### config.mk
export PLATFORM = sky130hd
export DESIGN_NAME = vref_sweep_ctrl
export DESIGN_NICKNAME = d
export VERILOG_FILES = /design/src/rtl/vref_cal_pkg.sv /design/src/rtl/vref_run_tracker.sv /design/src/rtl/vref_sweep_ctrl.sv
export SDC_FILE = /design/constraint.sdc
export NUM_CORES = 1
export LEC_CHECK = 0
export CAP_MARGIN = 20
export CORE_MARGIN = 8
export CORE_UTILIZATION = 45
export CTS_BUF_LIST = sky130_fd_sc_hd__clkbuf_8
export DETAILED_ROUTE_END_ITERATION = 6
export DONT_BUFFER_PORTS = 1
export HOLD_SLACK_MARGIN = 0.02
export PLACE_DENSITY = 0.57
export SYNTH_ARGS = -nofsm -noshare
export SYNTH_HDL_FRONTEND = slang
export SYNTH_SLANG_ARGS = --single-unit
export TNS_END_PERCENT = 5
### constraint.sdc
create_clock -name clk -period 2.91 [get_ports clk]
set_input_delay 0.7275 -clock clk [delete_from_list [all_inputs] [get_ports clk]]
set_output_delay 0.7275 -clock clk [all_outputs]
set_load 0.03 [all_outputs]
### src/rtl/vref_cal_pkg.sv
// rtl/vref_cal_pkg.sv - shared types and widths for the receiver Vref calibration sweep
package vref_cal_pkg;

    localparam int VREF_W = 4;
    localparam int LANES  = 16;
    localparam int LEN_W  = VREF_W + 1;

    typedef enum logic [2:0] {
        S_IDLE,
        S_SETTLE,
        S_TEST,
        S_EVAL,
        S_FINAL,
        S_DONE
    } vref_state_t;

endpackage

### src/rtl/vref_run_tracker.sv
// rtl/vref_run_tracker.sv - tracks current and longest contiguous run of passing Vref codes
module vref_run_tracker
    import vref_cal_pkg::*;
(
    input  logic              clk,
    input  logic              rst,
    input  logic              clear,
    input  logic              update,
    input  logic              pass,
    input  logic [VREF_W-1:0] code,
    output logic [VREF_W-1:0] best_start,
    output logic [LEN_W-1:0]  best_len
);

    logic [VREF_W-1:0] cur_start;
    logic [LEN_W-1:0]  cur_len;
    logic [VREF_W-1:0] run_start;
    logic [LEN_W-1:0]  run_len;

    // Candidate run if this code passes: a new run starts here when none is open
    always_comb begin
        run_start = (cur_len == '0) ? code : cur_start;
        run_len   = cur_len + LEN_W'(1);
    end

    // Strictly-greater replacement keeps the lower-code run on a tie
    always_ff @(posedge clk or posedge rst) begin
        if (rst) begin
            cur_start  <= '0;
            cur_len    <= '0;
            best_start <= '0;
            best_len   <= '0;
        end else if (clear) begin
            cur_start  <= '0;
            cur_len    <= '0;
            best_start <= '0;
            best_len   <= '0;
        end else if (update) begin
            if (pass) begin
                cur_start <= run_start;
                cur_len   <= run_len;
                if (run_len > best_len) begin
                    best_start <= run_start;
                    best_len   <= run_len;
                end
            end else begin
                cur_len <= '0;
            end
        end
    end

endmodule

### src/rtl/vref_sweep_ctrl.sv
// rtl/vref_sweep_ctrl.sv - MBTRAIN receiver Vref sweep sequencer with centre-of-run selection
module vref_sweep_ctrl
    import vref_cal_pkg::*;
#(
    parameter logic [VREF_W-1:0] VREF_MIN      = 4'd0,
    parameter logic [VREF_W-1:0] VREF_MAX      = 4'd15,
    parameter logic [VREF_W-1:0] VREF_DEFAULT  = 4'd8,
    parameter int                SETTLE_CYCLES = 8
) (
    input  logic              clk,
    input  logic              rst,
    input  logic              i_en,
    input  logic [LANES-1:0]  i_lane_mask,
    input  logic [LANES-1:0]  i_rx_lanes_result,
    input  logic              i_test_ack,
    output logic              o_pt_en,
    output logic [VREF_W-1:0] o_reciever_ref_voltage,
    output logic              o_busy,
    output logic              o_done,
    output logic              o_fail,
    output logic [LEN_W-1:0]  o_best_len
);

    localparam logic [7:0] SETTLE_LOAD = 8'(SETTLE_CYCLES - 1);

    vref_state_t       state_q, state_d;
    logic [VREF_W-1:0] code_q, code_d;
    logic [VREF_W-1:0] vref_q, vref_d;
    logic [7:0]        cnt_q, cnt_d;
    logic [LANES-1:0]  mask_q, mask_d;
    logic              pass_q, pass_d;
    logic              fail_q, fail_d;
    logic [LEN_W-1:0]  len_q, len_d;
    logic              en_q;
    logic              trk_clear;
    logic              trk_update;
    logic [VREF_W-1:0] best_start;
    logic [LEN_W-1:0]  best_len;

    vref_run_tracker u_tracker (
        .clk        (clk),
        .rst        (rst),
        .clear      (trk_clear),
        .update     (trk_update),
        .pass       (pass_q),
        .code       (code_q),
        .best_start (best_start),
        .best_len   (best_len)
    );

    // State and datapath registers; en_q gives the rising-edge detect on i_en
    always_ff @(posedge clk or posedge rst) begin
        if (rst) begin
            state_q <= S_IDLE;
            code_q  <= '0;
            vref_q  <= VREF_DEFAULT;
            cnt_q   <= '0;
            mask_q  <= '0;
            pass_q  <= 1'b0;
            fail_q  <= 1'b0;
            len_q   <= '0;
            en_q    <= 1'b0;
        end else begin
            state_q <= state_d;
            code_q  <= code_d;
            vref_q  <= vref_d;
            cnt_q   <= cnt_d;
            mask_q  <= mask_d;
            pass_q  <= pass_d;
            fail_q  <= fail_d;
            len_q   <= len_d;
            en_q    <= i_en;
        end
    end

    // Next-state and datapath updates; abort overrides everything, including a same-cycle ack
    always_comb begin
        state_d    = state_q;
        code_d     = code_q;
        vref_d     = vref_q;
        cnt_d      = cnt_q;
        mask_d     = mask_q;
        pass_d     = pass_q;
        fail_d     = fail_q;
        len_d      = len_q;
        trk_clear  = 1'b0;
        trk_update = 1'b0;

        case (state_q)
            S_IDLE: begin
                if (i_en && !en_q) begin
                    mask_d    = i_lane_mask;
                    code_d    = VREF_MIN;
                    vref_d    = VREF_MIN;
                    cnt_d     = SETTLE_LOAD;
                    fail_d    = 1'b0;
                    len_d     = '0;
                    trk_clear = 1'b1;
                    state_d   = S_SETTLE;
                end
            end
            S_SETTLE: begin
                if (cnt_q == '0) begin
                    state_d = S_TEST;
                end else begin
                    cnt_d = cnt_q - 8'd1;
                end
            end
            S_TEST: begin
                if (i_test_ack) begin
                    pass_d  = &(i_rx_lanes_result | ~mask_q);
                    state_d = S_EVAL;
                end
            end
            S_EVAL: begin
                trk_update = 1'b1;
                if (code_q == VREF_MAX) begin
                    state_d = S_FINAL;
                end else begin
                    code_d  = code_q + VREF_W'(1);
                    vref_d  = code_q + VREF_W'(1);
                    cnt_d   = SETTLE_LOAD;
                    state_d = S_SETTLE;
                end
            end
            S_FINAL: begin
                if (best_len == '0) begin
                    vref_d = VREF_DEFAULT;
                    fail_d = 1'b1;
                end else begin
                    vref_d = best_start + VREF_W'((best_len - LEN_W'(1)) >> 1);
                end
                len_d   = best_len;
                state_d = S_DONE;
            end
            S_DONE: begin
                if (!i_en) begin
                    fail_d  = 1'b0;
                    state_d = S_IDLE;
                end
            end
            default: state_d = S_IDLE;
        endcase

        if (!i_en && (state_q inside {S_SETTLE, S_TEST, S_EVAL, S_FINAL})) begin
            state_d    = S_IDLE;
            vref_d     = VREF_DEFAULT;
            fail_d     = 1'b0;
            trk_update = 1'b0;
        end
    end

    // Outputs decoded from the registered state so they change only on clock edges
    always_comb begin
        o_pt_en                = (state_q == S_TEST);
        o_busy                 = (state_q inside {S_SETTLE, S_TEST, S_EVAL, S_FINAL});
        o_done                 = (state_q == S_DONE);
        o_fail                 = fail_q;
        o_best_len             = len_q;
        o_reciever_ref_voltage = vref_q;
    end

endmodule

After elaboration in Yosys (flattened, before gate mapping) --
Cells that the tools add are included.
Storage, ports and cells: flip-flop bits (word level) 61, input port bits 36, output and inout bits 13, logic and storage cells 107
Operators by class: $add $sub $neg 5, order comparisons 1, equal/unequal tests 15, muxes and demuxes 43, bitwise operators 2, reduce and logical (&&, ||, !) cells 28
Operators by type and width (number):
- 4-bit 2-to-1 mux | 12
- 5-bit 2-to-1 mux | 8
- 8-bit 2-to-1 mux | 3
- 8-bit case mux with 3 select lines | 1
- 3-bit 2-to-1 mux | 6
- 3-bit case mux with 6 select lines | 1
- 16-bit NOT | 1
- 16-bit OR | 1
- 16-bit AND reduction | 1
- 3-bit by 2-bit != test with 1-bit output, second input constant | 5
- 4-bit case mux with 3 select lines | 1
- 4-bit AND reduction | 3
- 4-bit nonzero test | 3
- 5-bit zero test | 2
- 5-bit case mux with 2 select lines | 1
- 2-bit nonzero test | 5
- 3-bit AND reduction | 3
- 8-bit zero test | 1
- 1-bit 2-to-1 mux | 8
- 4-bit case mux with 2 select lines | 1
- 2-bit AND reduction | 4
- 8-bit by 1-bit subtractor with 8-bit output, second input constant | 1
- 3-bit by 2-bit == test with 1-bit output, second input constant | 2
- 3-bit == test, second input constant | 2
- other kinds (14) | 18

Depth between registers and ports, before layout --
word-level depth 6, gate-level depth with buffers 9, gate-level depth less buffers 9

By module --
From an unflattened synthesis, not the netlist that was laid out.
Second synthesis, totals: cell total of the unflattened synthesis 360, area total of the unflattened synthesis 3452.1 µm²
By module, submodules not included:
- vref_sweep_ctrl | instances 1, cells an instance 256, area an instance 2414.8 µm², seq. area each 1077.3 µm²
- vref_run_tracker | instances 1, cells an instance 104, area an instance 1037.2 µm², seq. area each 450.4 µm²

Worst setup path after synthesis --
Ideal clock, no wire load.
path kind reg2out, from register state_q[2], to output o_pt_en, data arrival time 1.556 ns, data required time 2.183 ns, path slack 0.627 ns, stages on the path, launching flop included 4, path buffers 2, path through dfrtp_1 > buf_2 > clkbuf_1 > nor3_1
On the way: longest elaborated chain between the ends 1
RTL lines:
- start: declaration | line vref_sweep_ctrl.sv:26 | vref_state_t state_q, state_d;
- start signal: assignment | line vref_sweep_ctrl.sv:64 | state_q <= state_d;
- 3-bit by 2-bit == test with 1-bit output | line vref_sweep_ctrl.sv:155 | o_pt_en = (state_q == S_TEST);
- end: declaration | line vref_sweep_ctrl.sv:16 | output logic o_pt_en,
No other way between the ends.

Final worst setup path --
from register state_q[2], to output o_busy
On the way: longest elaborated chain between the ends 2, elaborated cells on any way between the ends 5, those cells by class eq/ne: 4; reduce/logical: 1
RTL lines:
- 3-bit by 1-bit == test with 1-bit output (tied with other cells) | line vref_sweep_ctrl.sv:156 | o_busy = (state_q inside {S_SETTLE, S_TEST, S_EVAL, S_FINAL});
- 4-bit nonzero test (*) | line vref_sweep_ctrl.sv:156
- end: declaration | line vref_sweep_ctrl.sv:18 | output logic o_busy,
Mark *: on every way between the ends. The rest lies on a longest branch, timed or not.

==> flow_summary.yaml <==
pwr:
  sw_frac_of_total_pct: 34.5
  seqPwrFrac_pct: 43.1
  p_switching_uw: 937
  leakagePower_uw: 0.00176
  power_density_nw_per_um2: 712
  pwr-share-clk_pct: 30.6
  intPower_uw: 1780
  comb_power_share_pct: 26.3
  irDropWorstVdd_mv: 0.287
clock_network:
  hold_buffers: 0
  root_buffer: "clkbuf_8"
  cts.sink_count: 61
  cts_buffers: 9
  h-tree-depth: 3
  cts_buffer_depth: 2
  cts_tree: "yes"
  path_clk_slew_ns: 0.08
  clk_latency_ns: 0.34
  cts_setup_buffers: 0
  ctsResizeCount: 0
placed_design:
  portBuffers: 0
  hpwl_um: 5420
  pre_cts_ws_ns: 0.0644
  place.gp.congestion: 0.815
logic_synthesis:
  syn-num-nets: 433
  netlist_area_um2: 3450
  synth_area_leaders: "dfrtp_1, nand2_1, ha_1"
  synth_top_area_share_pct: 43.6
  synth_edf_count: 0
  ys_top_cells_by_count: "nand2_1, dfrtp_1, inv_1"
  synth.ff_latch_count: 61
  ys_warn_count: 0
  synth_cells: 382
  yosys.cell_count.top_type: "nand2_1"
  synth_area_leader_cell: "dfrtp_1"
  async_flop_share_pct: 100
  yosysSeqAreaShare_pct: 44.3
  avgSynthCellArea_um2: 9.02
  synth-main-ff-cell: "dfrtp_1"
  yosysUniqueCellTypes: 50
finish:
  ff_latch_area_um2: 1530
  area_growth_pct: 10.8
  multi_input_area_um2: 1700
  num-nets-final: 438
  diodes: 0
  drive_above_1_share_pct: 9.72
  nFillCells: 725
routing:
  drc: 0
  route.vias.total: 2687
  drtIter0Drc: 107
  drt_pre_antenna_iters: 6
  ant_nets: 0
  wl_per_cell_um: 15.3
  routed_wirelength_um: 7560
  routed_via_density: 5.45
sta:
  period_share_pct: 87.5
  rsz0062_at_grt: "no"
  skew_ns: 0.00958
  tightest_slew_ns: 0.749
  hold_violations: 0
  slew_viol_final: 0
  worst_slack_ns: 0.364
  setup_viol: 0
  fin_crit_ns: 2.55
  max_slew_margin_pct: 50.1
  fmax_mhz: 393
  tns_ns: 0
outcome:
  status: "completed"
flow_run:
  drv_cap: 0
critical_path:
  critPathCaptureType: "primary output"
  crit_start: "state_q[2]"
  worst-endpoint-arrival_ns: 1.82
  rr_endpoint: "u_tracker.best_start[3]"
  r2r_setup_slack_ns: 0.56
  rr_startpoint: "u_tracker.cur_len[0]"
  r2r_cells: 9
  startpoint_type: "flip-flop"
  crit_required_ns: 2.18
  crit_fanout: 22
  criticalPathCategory: "flip-flop to primary output"
global_routing:
  grt_pass1_wl_um: 13400
  grt_max_degree: 62
  grt_usage_pct: 15.2
  first_global_vias: 2762
  antenna_found_initial: 0
  grt-ovfl-total: 0
die:
  die_w_um: 104
  die_y_um: 104
  coreArea_um2: 7570
  io_pins: 49
  initial_core_util_pct: 45.5
  fp.dieArea_um2: 10700
  rows: 32
worst_hold_path:
  hp-class: "input port to asynchronous set/reset pin"
-- metal layers --
layer	part of all wire [%]	GRT usage [%]	up-vias	routed length [µm]
li1	-	-	1315	-
met1	49	20.2	1288	3680
met2	44	21.9	71	3300
met3	5.9	4.83	13	447
met4	1.8	6.61	0	135
met5	0	0	-	0
-- worst max-delay path: stages (launching register included) --
cell,delay (ns)
dfrtp_1,0.83
nor3_1,0.16
nor2_1,0.48
-- cell type report --
class	instances	share of cell area, %
clock buffer	9	3.24
clock inverter	6	2.33
inverter	39	3.83
multi-input combinational	264	44.6
sequential	61	40.0
tap	102	3.34
timing repair buffer	12	2.69
-- worst max-delay path by stage --
stage	cells after the start	slack, ns	endpoint
after floorplan	3	0.63	o_pt_en
after global placement	8	0.15	u_tracker.best_len[0]
after detailed placement	8	0.06	u_tracker.best_start[3]
after CTS	8	0.04	u_tracker.best_start[3]
after global routing	2	0.26	o_busy
final	2	0.36	o_busy
-- state kept, by name (all words and copies together), names as in the netlist, 3 cells and up --
signal	flops
cnt_q	8
code_q	4
mask_q	16
o_best_len	5
o_reciever_ref_voltage	4
state_q	3
u_tracker.best_len	5
u_tracker.best_start	4
u_tracker.cur_len	5
u_tracker.cur_start	4
-- power groups by stage --
stage | logic [µW] | clock network (µW) | registers, µW
after floorplan | 592 | 0 | 1120
after global placement | 704 | 0 | 1180
after detailed placement | 718 | 0 | 1180
after CTS | 716 | 847 | 1170
after global routing | 823 | 883 | 1200
final | 716 | 831 | 1170
-- cell usage in the layout, fill, tap and decap left out, types with 3 or more instances in the layout --
cell type and n:
nand2_1 63, dfrtp_1 60, inv_1 37, o21ai_0 31
nor2_1 17, nand3_1 16, mux2i_1 14, a21oi_1 14
ha_1 14, buf_4 10, clkbuf_8 9, xnor2_1 7
o22ai_1 7, nand4_1 6, nor3_1 6, nor2b_1 5
a21boi_0 5, xor2_1 5, o211ai_1 4, nor3b_1 4
a221oi_1 4, and3b_1 3, and3_1 3, and2_1 3
a22oi_1 3, o31ai_1 3, or4_1 3
-- logic make-up (layout without fill, tap and decap cells) --
family	after synthesis	count (layout)	share of synthesized area [%]
adders and majority gates	15	15	5.66
DFF	61	61	44.3
muxes	16	16	4.72
and+or+nand+nor	142	142	21.2
xor gates and xnor gates	12	12	3.05
buffers and inverters	57	66	6.54
AOI/OAI and AO/OA	79	79	14.5
-- per-stage QoR --
stage	cells	hold slack, ns	utilization (%)	total power (µW)	cell area [µm²]
3_5_place_dp	476	0.469	47.5	1900	3590
2_1_floorplan	382	0.446	-	1710	3450
4_1_cts	491	0.339	50.3	2730	3800
3_3_place_gp	476	0.457	47.5	1880	3590
6_report	493	0.330	50.5	2720	3820
5_1_grt	493	0.347	50.5	2900	3820
Power figures use the tool's default switching activity.
